`config.mk`:
```
export PLATFORM = sky130hd
export DESIGN_NAME = voice_alloc
export DESIGN_NICKNAME = d
export VERILOG_FILES = /design/src/rtl/voice_alloc.sv
export SDC_FILE = /design/constraint.sdc
export NUM_CORES = 1
export LEC_CHECK = 0
export ABC_CLOCK_PERIOD_IN_PS = 6500
export BUFFER_PORTS_ARGS = -buffer_cell sky130_fd_sc_hd__buf_2
export CORE_ASPECT_RATIO = 0.75
export CORE_MARGIN = 2
export CORE_UTILIZATION = 47
export DETAILED_ROUTE_END_ITERATION = 12
export PLACE_DENSITY_LB_ADDON = 0.25
export SKIP_LAST_GASP = 1
export SLEW_MARGIN = 10
export SYNTH_ARGS = -nofsm -noshare
export SYNTH_HDL_FRONTEND = slang
export SYNTH_SLANG_ARGS = --single-unit
```
`constraint.sdc`:
```
create_clock -name clk -period 6.5 [get_ports clk]
set_input_delay 1.3 -clock clk [delete_from_list [all_inputs] [get_ports clk]]
set_output_delay 1.3 -clock clk [all_outputs]
set_load 0.005 [all_outputs]
```
`src/rtl/voice_alloc.sv`:
```
// Polyphonic voice allocator: maps note events onto a bank of adsr voices
// using LRU ranking, release-aware reuse and voice stealing.
module voice_alloc #(
  parameter int NVOICES       = 4,
  parameter int NOTEW         = 7,
  parameter int RETRIG_CYCLES = 4
) (
  input  logic                       clk,
  input  logic                       rst,
  input  logic                       evt_valid,
  output logic                       evt_ready,
  input  logic                       evt_on,
  input  logic [NOTEW-1:0]           evt_note,
  input  logic [NVOICES-1:0]         env_idle,
  output logic [NVOICES-1:0]         gate,
  output logic [NVOICES*NOTEW-1:0]   voice_note,
  output logic                       alloc_pulse,
  output logic [$clog2(NVOICES)-1:0] alloc_voice
);

  localparam int VW = $clog2(NVOICES);
  localparam int CW = $clog2(RETRIG_CYCLES + 1);

  typedef enum logic {
    IDLE,
    RETRIG
  } state_t;

  state_t           state;
  logic [NOTEW-1:0] note [NVOICES];
  logic [VW-1:0]    rank [NVOICES];
  logic [CW-1:0]    cnt;
  logic [VW-1:0]    rvoice;

  logic          accept;
  logic          hit, free, rel, retrig;
  logic [VW-1:0] hit_v, free_v, rel_v, old_v, sel;
  logic [VW-1:0] rel_rank;

  assign evt_ready = (state == IDLE) && !rst;
  assign accept    = evt_valid && evt_ready;

  for (genvar v = 0; v < NVOICES; v++) begin : g_note
    assign voice_note[v*NOTEW +: NOTEW] = note[v];
  end

  always_comb begin
    hit      = 1'b0;
    hit_v    = '0;
    free     = 1'b0;
    free_v   = '0;
    rel      = 1'b0;
    rel_v    = '0;
    rel_rank = '0;
    old_v    = '0;
    // descending scan so the lowest index is left standing
    for (int v = NVOICES - 1; v >= 0; v--) begin
      if (gate[v] && note[v] == evt_note) begin
        hit   = 1'b1;
        hit_v = VW'(v);
      end
      if (!gate[v] && env_idle[v]) begin
        free   = 1'b1;
        free_v = VW'(v);
      end
    end
    for (int v = 0; v < NVOICES; v++) begin
      if (!gate[v] && !env_idle[v] &&
          (!rel || rank[v] > rel_rank)) begin
        rel      = 1'b1;
        rel_v    = VW'(v);
        rel_rank = rank[v];
      end
      if (rank[v] == VW'(NVOICES - 1)) begin
        old_v = VW'(v);
      end
    end
    if (hit) begin
      sel = hit_v;
    end else if (free) begin
      sel = free_v;
    end else if (rel) begin
      sel = rel_v;
    end else begin
      sel = old_v;
    end
    retrig = hit || (!free && !rel);
  end

  always_ff @(posedge clk) begin
    if (rst) begin
      state       <= IDLE;
      gate        <= '0;
      alloc_pulse <= 1'b0;
      alloc_voice <= '0;
      cnt         <= '0;
      rvoice      <= '0;
      for (int v = 0; v < NVOICES; v++) begin
        note[v] <= '0;
        rank[v] <= VW'(v);
      end
    end else begin
      alloc_pulse <= 1'b0;
      unique case (state)
        IDLE: begin
          if (accept && evt_on) begin
            note[sel]   <= evt_note;
            alloc_voice <= sel;
            alloc_pulse <= 1'b1;
            for (int v = 0; v < NVOICES; v++) begin
              if (VW'(v) == sel) begin
                rank[v] <= '0;
              end else if (rank[v] < rank[sel]) begin
                rank[v] <= rank[v] + 1'b1;
              end
            end
            if (retrig) begin
              gate[sel] <= 1'b0;
              rvoice    <= sel;
              cnt       <= CW'(RETRIG_CYCLES - 1);
              state     <= RETRIG;
            end else begin
              gate[sel] <= 1'b1;
            end
          end else if (accept) begin
            for (int v = 0; v < NVOICES; v++) begin
              if (gate[v] && note[v] == evt_note) begin
                gate[v] <= 1'b0;
              end
            end
          end
        end
        RETRIG: begin
          if (cnt == '0) begin
            gate[rvoice] <= 1'b1;
            state        <= IDLE;
          end else begin
            cnt <= cnt - 1'b1;
          end
        end
        default: state <= IDLE;
      endcase
    end
  end

endmodule
```
==> results of run 1 <==
[worst max-delay path, delay by kind of cell]
family / cells / cell delay, ps
buffers and inverters: 1 / 130
adder cells (fa/ha/maj): 4 / 1290
AND/OR/NAND/NOR: 11 / 1620
AO/OA/AOI/OAI: 8 / 1600
[per-layer routing]
layer | part of all wire | wire, um | GRT usage
met5 | 0 | 0 | 0
met4 | 0.0051 | 42 | 0.0288
met3 | 0.075 | 624 | 0.0526
met2 | 0.43 | 3590 | 0.315
met1 | 0.49 | 4040 | 0.354
[cell families after synthesis]
group	count (synthesis)
xor+xnor	29
flops	49
fa+ha+maj	14
compound gates	75
mux	3
simple gates	128
buf+inv	40
[sequential cells by signal, summed over array words and instances, names as in the netlist]
signal,count
rvoice,2
cnt,3
alloc_pulse,1
rank,8
state,1
alloc_voice,2
gate,4
note,28
[worst paths after layout]
| path | end | slack [ps] | cells past startpoint |
|---|---|---|---|
| worst min register to register | alloc_voice[0]$_SDFFE_PP0P_ | 450 | 2 |
| worst max register to register | rank[1][0]$_SDFFCE_PN1P_ | 1170 | 24 |
| worst min-delay path | alloc_voice[0]$_SDFFE_PP0P_ | 450 | 2 |
| worst max-delay path | rank[1][0]$_SDFFCE_PN1P_ | 550 | 24 |
[Yosys cell counts, drive strengths merged (3+ instances only)]
master and count:
and4 3, nor2 49, ha 11, nor4 3
clkbuf 6, nand3 9, xor2 17, a22oi 4
buf 14, edfxtp 36, o211ai 7, dfxtp 13
o21ai 9, and2 3, a31oi 3, xnor2 12
nand2 33, a21oi 18, nor2b 8, nor3 6
nand4 7, inv 20, o31ai 3, o22ai 6
maj3 3
[final cells by class]
cell class,count,area share
multi-input cells,249,0.469
flip-flops and latches,49,0.366
repair buffers,57,0.0860
well taps,84,0.0287
inverters,20,0.0205
clock buffers,6,0.0198
clock inverters,2,0.0106
[where the power goes]
part	internal [mW]	total (mW)	switching (mW)	leakage, nW
Sequential	0.345	0.354	0.00914	0.476
Clock	0.116	0.226	0.110	0.0554
Combinational	0.0514	0.132	0.0808	0.990
[through the flow]
stage / hold slack, ps / total power [mW] / setup slack, ps / instances
6_report: 455 / 0.713 / 551 / 467
5_1_grt: 499 / 0.741 / 13.3 / 467
4_1_cts: 460 / 0.708 / 546 / 467
3_5_place_dp: 447 / 0.489 / 220 / 459
3_3_place_gp: 439 / 0.486 / 401 / 459
2_1_floorplan: 448 / 0.452 / 533 / 338
[cell usage in the layout, fill, tap and decap left out, types with 3 or more instances in the layout]
| cell | netlist | layout |
|---|---|---|
| clkbuf_8 | 0 | 5 |
| a22oi_1 | 4 | 4 |
| inv_1 | 20 | 20 |
| o22ai_1 | 5 | 5 |
| xnor2_1 | 12 | 12 |
| nor2b_1 | 8 | 8 |
| and4_1 | 3 | 3 |
| ha_1 | 11 | 11 |
| nand2_1 | 30 | 30 |
| a31oi_1 | 3 | 3 |
| nand3_2 | 3 | 3 |
| xor2_1 | 17 | 17 |
| o211ai_1 | 5 | 5 |
| nand3_1 | 6 | 6 |
| dfxtp_1 | 13 | 13 |
| buf_4 | 3 | 6 |
| nand4_1 | 5 | 5 |
| edfxtp_1 | 36 | 36 |
| buf_2 | 7 | 50 |
| o21ai_0 | 9 | 9 |
| nor3_1 | 5 | 5 |
| o31ai_1 | 3 | 3 |
| a21oi_1 | 17 | 17 |
| nor2_1 | 49 | 49 |
==> key figures, run 1 <==
Clock network
  • Clk buf depth: 2
  • Reg clk slew, reported paths: 90 ps
  • Skew-Pair Late Insertion Delay: between 300 and 400 ps
  • Clk root buf: clkbuf_8
  • Hold_buf cts: 0
  • Post-CTS Resized: 0
  • CTS Sinks: slightly below 50
  • Post-CTS setup buffers: 0
  • CTS tree: done
  • H-tree depth: 2
  • Num CTS Buffers: 5

Flow run
  • Max Cap Violations: 0

Timing
  • Clock Skews: between 8 and 9 ps
  • Fin. Hold Viols: 0
  • Final Max Tran Viols: 0
  • Unrepaired setup endpoints after global routing: no
  • Min cycle time layout: 5950 ps
  • # setup viols final: 0
  • Setup TNS: 0 ps
  • Fmax: roughly 0.17 GHz
  • Final period util: 0.915
  • Worst relative slew slack: 0.493
  • Worst-Margin Slew: between 700 and 800 ps

Critical path
  • Critical path class: primary input to flop
  • Cell Chain, Critical Path: buf_2 > nor2_1 > nand2_1 > ha_1 > nor2b_1 > o211a_1 > nor3_1 > a22oi_1 > ha_1 > nor2b_1 > o211ai_1 > nand2_1 > nor2_1 > a21oi_1 > ha_1 > nor2b_1 > o211ai_1 > and3b_1 > o311ai_4 > nand2_4 > nand2_2 > o221ai_4 > maj3_2 > o21bai_1
  • Crit end category: flop
  • CP max stage delay: roughly 400 ps
  • Critical Path Fanout Max: 12
  • Reg-to-Reg Start: gate[0]$_SDFFE_PP0P_
  • Type of origin of the critical path: primary input
  • Crit path from: env_idle[0]
  • Arrival @ worst endpoint: between 5000 and 6000 ps
  • Worst endpoint required time: 6500 ps
  • Critical Path Slowest Stage Cell: o311ai_4

Floorplan
  • Initial Utilization: 0.482
  • Die height: 76.0 um
  • Total core area: 0.00673 mm^2
  • Num rows: 26
  • IO Pins: between 50 and 60
  • Chip Width: approximately 100 um
  • Die area: between 0.007 and 0.008 mm^2

Drt
  • Final wirelength: roughly 8.3 mm
  • Vias per inst: around 6
  • Drt first pass iters: 5
  • DRC viols: 0
  • Routed Antenna Nets: 0
  • WL/cell: about 18 um
  • Initial DRC count: between 200 and 250
  • Vias: ~2700

Synth
  • Mean Syn Cell Area: around 9.6 um^2
  • Compound-Gate Fraction of Synth Area: 0.177
  • Xor/xnor cell area share of the yosys netlist: 0.0783
  • Synth area leader: edfxtp_1
  • Multiplexer area fraction after synthesis: 0.00964
  • Synth warn: 0
  • Largest cells by area after synthesis: edfxtp_1 33%, dfxtp_1 8.0%, nor2_1 5.7%
  • Adder-cell share of the synthesized area: 0.0524
  • Post-synthesis cell count: roughly 340
  • Synth Net Count: roughly 360
  • Yosys reg bits: just under 50
  • Largest family of logic cells by synthesized area: simple AND/OR/NAND/NOR gates
  • Post-synth ARST share: 0
  • Simple-gate share of the synthesized area: 0.207
  • Library cells used by synthesis: 65
  • Seq/Total Area, Yosys: 0.413
  • Synthesized area: roughly 0.0032 mm^2
  • Synth Flop Type: edfxtp_1
  • Yosys top cell area share: 0.333
  • Number of synthesized flops with an enable pin: 36

Final layout
  • Fin area: about 0.0037 mm^2
  • Synth-to-Final Area Change: 13.0%
  • Storage element area: ~0.0013 mm^2
  • Filler cells: between 600 and 700
  • Antenna fix cells: 0
  • Final #Nets: roughly 410
  • Layout cells sized above 1: 0.238
  • Footprint of the multi-input gates: roughly 0.0017 mm^2
  • Layout Utilization: 0.545

GRT
  • Antenna violations before repair: 0
  • First-pass GRT wire length: roughly 13 mm
  • Gr ovfl total: 0
  • Pin count of the biggest net entering global routing: 23
  • Total GRT Usage: 0.223
  • Vias in the first global route: 2523

Hold path
  • Worst Hold Launch: alloc_voice[0]$_SDFFE_PP0P_
  • Hold Path Class: flop to flop

Placement
  • Routability cong.: approximately 0.84
  • Placed instance area: about 0.0035 mm^2
  • Final HPWL from detailed placement: roughly 6 mm
  • Port bufs: 50

Power and ir drop
  • Leak pwr: ~1.5 nW
  • Pwr dens: around 190 mW/mm^2
  • Worst vdd ir: between 0.15 and 0.2 mV

Outcome
  • Status: finished, final reports clean
Power figures use the tool's default switching activity.
==> run 2: changes to the inputs <==
--- a/config.mk
+++ b/config.mk
@@ -9,7 +9,7 @@
 export BUFFER_PORTS_ARGS = -buffer_cell sky130_fd_sc_hd__buf_2
 export CORE_ASPECT_RATIO = 0.75
 export CORE_MARGIN = 2
-export CORE_UTILIZATION = 47
+export CORE_UTILIZATION = 55
 export DETAILED_ROUTE_END_ITERATION = 12
 export PLACE_DENSITY_LB_ADDON = 0.25
 export SKIP_LAST_GASP = 1
==> run 2 against run 1 <==
  * Cell count fell by 0.86%
  * Wire length fell by 2.8%
  * Flip-flop and latch count did not move
  * Power rose by 5.1%
  * Critical path depth fell by 1
  * Clock skew rose by 5.6 ps
  * Worst setup slack got worse by 55 ps
  * Non-clock buffer count rose by 2
  * Cell area rose by 0.17%
  * Sequential power barely moved
  * Critical endpoint is now rank[3][1]$_DFFE_PP_
  * Highest routed layer unchanged
==> key figures, run 2 (synthesis gave the netlist of run 1 again) <==
GRT
  • Routing usage on met3: 0.0431 (-0.00943)
  • Total GRT Usage: 0.256 (+0.0331)
  • First-pass GRT wire length: 13.0 mm (-2.8%)
  • Busiest grt layer: met2
  • GRT met2 Usage: 0.410 (+0.0955)
  • Pin count of the biggest net entering global routing: 23 (unchanged)
  • Antenna violations before repair: 0 (unchanged)
  • Vias in the first global route: 2603 (+3.2%)
  • Gr ovfl total: 0 (unchanged)
  • GR Layer Usage met1: 0.371 (+0.0176)

Final layout
  • Max reg flops: 28 (unchanged)
  • Synth-to-Final Area Change: 13.2%
  • Largest reg by FF count: note
  • Layout Utilization: 0.637 (+0.0926)
  • Footprint of the multi-input gates: 0.00170 mm^2 (-0.87%)
  • Antenna fix cells: 0 (unchanged)
  • Final #Nets: 410 (+0.49%)
  • Storage element area: 0.00134 mm^2 (unchanged)
  • Most common cell after layout, fill and taps aside: buf_2
  • Top flop regs: note: 28 flops, rank: 8 flops, gate: 4 flops
  • Layout cells sized above 1: 0.242 (+0.00396)
  • Finished Layout Cells: 463 (-0.86%)
  • Commonest cells after routing, fill and taps aside: 50 x buf_2, 49 x nor2_1, 36 x edfxtp_1, 30 x nand2_1, 20 x inv_1
  • Filler cells: 508 (-17%)

Power and ir drop
  • Sw frac: 0.265 (-0.0164)
  • Leak pwr: 1.54 nW (+0.98%)
  • Worst vdd ir: 0.137 mV (-11%)
  • Share of total power in the clock network: 0.355 (+0.038)
  • Internal: 551 uW (+7.5%)
  • Tot Pwr: 749 uW (+5.1%)
  • Comb power frac: 0.172 (-0.014)
  • Pwr dens: 204 mW/mm^2 (+4.9%)
  • Seq pwr share: 0.473 (-0.024)
  • P_sw: 198 uW (-1.1%)

Timing
  • Hold slack: 463 ps (+8.50 ps)
  • Final period util: 0.924 (+0.00853)
  • Fmax: 0.167 GHz (-0.92%)
  • Unrepaired setup endpoints after global routing: no
  • Fin. Hold Viols: 0 (unchanged)
  • Clock Skews: 14.0 ps (+5.61 ps)
  • Worst relative slew slack: 0.518 (+0.0250)
  • Final Max Tran Viols: 0 (unchanged)
  • Min cycle time layout: 6000 ps (+55.5 ps)
  • Worst-Margin Slew: 723 ps (-37.5 ps)
  • # setup viols final: 0 (unchanged)
  • Setup TNS: 0 ps (unchanged)

Critical path
  • Reg-to-reg slack, setup: 1070 ps (-100 ps)
  • Crit end category: flop
  • Critical path class: primary input to flop
  • Worst endpoint required time: 6580 ps (+80 ps)
  • Type of origin of the critical path: primary input
  • Arrival @ worst endpoint: 6080 ps (+130 ps)
  • Critical Path Fanout Max: 12 (unchanged)

Drt
  • Vias: 2755 (+1.0%)
  • Initial DRC count: 212 (+1.4%)
  • Final wirelength: 8.07 mm (-2.8%)
  • DRC viols: 0 (unchanged)
  • Routed Antenna Nets: 0 (unchanged)
  • Drt first pass iters: 5 (unchanged)
  • WL/cell: 17.4 um (-1.9%)
  • Vias per inst: 5.95 (+1.9%)

Clock network
  • Skew-Pair Late Insertion Delay: 310 ps (about the same)
  • CTS Sinks: 49 (unchanged)
  • Num CTS Buffers: 5 (unchanged)
  • H-tree depth: 2 (unchanged)
  • Hold_buf cts: 0 (unchanged)
  • Post-CTS setup buffers: 0 (unchanged)
  • Reg clk slew, reported paths: 100 ps (about the same)
  • CTS tree: done
  • Clk root buf: clkbuf_8
  • Post-CTS Resized: 0 (unchanged)
  • Clk buf depth: 2 (unchanged)

Floorplan
  • IO Pins: 51 (unchanged)
  • Num rows: 24 (-7.7%)
  • Initial Utilization: 0.563 (+0.0810)
  • Chip Width: 92.7 um (-7.3%)
  • Die area: 0.00654 mm^2 (-14%)
  • Total core area: 0.00577 mm^2 (-14%)
  • Die height: 70.5 um (-7.2%)

Outcome
  • Status: finished, final reports clean

Placement
  • Placed cell count: 455 (-0.87%)
  • Final HPWL from detailed placement: 6.21 mm (+0.63%)
  • Routability cong.: 0.921 (+10%)
  • Port bufs: 50 (unchanged)

Flow run
  • Max Cap Violations: 0 (unchanged)

Hold path
  • Hold Path Class: flop to flop
[run 2: changes by cell type in the layout (fill, tap and decap cells not counted)]
cell	previous run	this run
a21boi_2	1	0
o221ai_2	0	1
inv_6	0	1
clkbuf_1	1	0
buf_4	6	9
buf_12	1	0
a21boi_1	0	1
bufinv_16	1	2
clkinv_4	1	0
o221ai_4	1	0
[run 2: path summary, 6_finish.rpt]
check / cells after the start / startpoint / to
worst max register to register: 22 / gate[0]$_SDFFE_PP0P_ / rank[3][1]$_DFFE_PP_
worst min-delay path: 2 / alloc_voice[0]$_SDFFE_PP0P_ / alloc_voice[0]$_SDFFE_PP0P_
worst max-delay path: 23 / env_idle[0] / rank[3][1]$_DFFE_PP_
worst min register to register: 2 / alloc_voice[0]$_SDFFE_PP0P_ / alloc_voice[0]$_SDFFE_PP0P_
[run 2: per-layer routing]
layer,routed length [um],vias up
met1,3750,1312
met4,74,0
met3,620,9
met5,0,-
met2,3620,134
li1,-,1300
[run 2: worst max-delay path, stage by stage]
cell,delay [ps]
buf_2,130
nor2_1,150
nand2_1,80
ha_1,290
nor2b_1,140
o211a_1,220
nor3_1,200
a22oi_1,150
ha_1,310
nor2b_1,130
o211ai_1,210
nand2_1,150
nor2_1,130
a21oi_1,50
ha_1,300
nor2b_1,130
o211ai_1,140
and3b_1,260
o311ai_4,410
nand3_2,190
o221ai_2,520
o22ai_1,190
a31o_1,280
[run 2: area by class of cell]
cell class | count | share of cell area
Inverter | 20 | 0.0204
Tap cell | 78 | 0.0266
Clock inverter | 3 | 0.0187
Multi-Input combinational cell | 249 | 0.464
Sequential cell | 49 | 0.365
Timing Repair Buffer | 59 | 0.0865
Clock buffer | 5 | 0.0187
[run 2: metrics by stage]
stage	setup WS (ps)	instance area [um^2]
after floorplan	533	3250
after global placement	404	3540
after detailed placement	243	3540
after CTS	566	3670
after global routing	146	3670
final	495	3670
[run 2: power groups by stage]
stage	Sequential, mW	Combinational, mW	Clock (mW)
final	0.354	0.129	0.266
after global routing	0.355	0.140	0.277
after CTS	0.354	0.127	0.267
after detailed placement	0.361	0.126	0
after global placement	0.361	0.123	0
after floorplan	0.360	0.0920	0
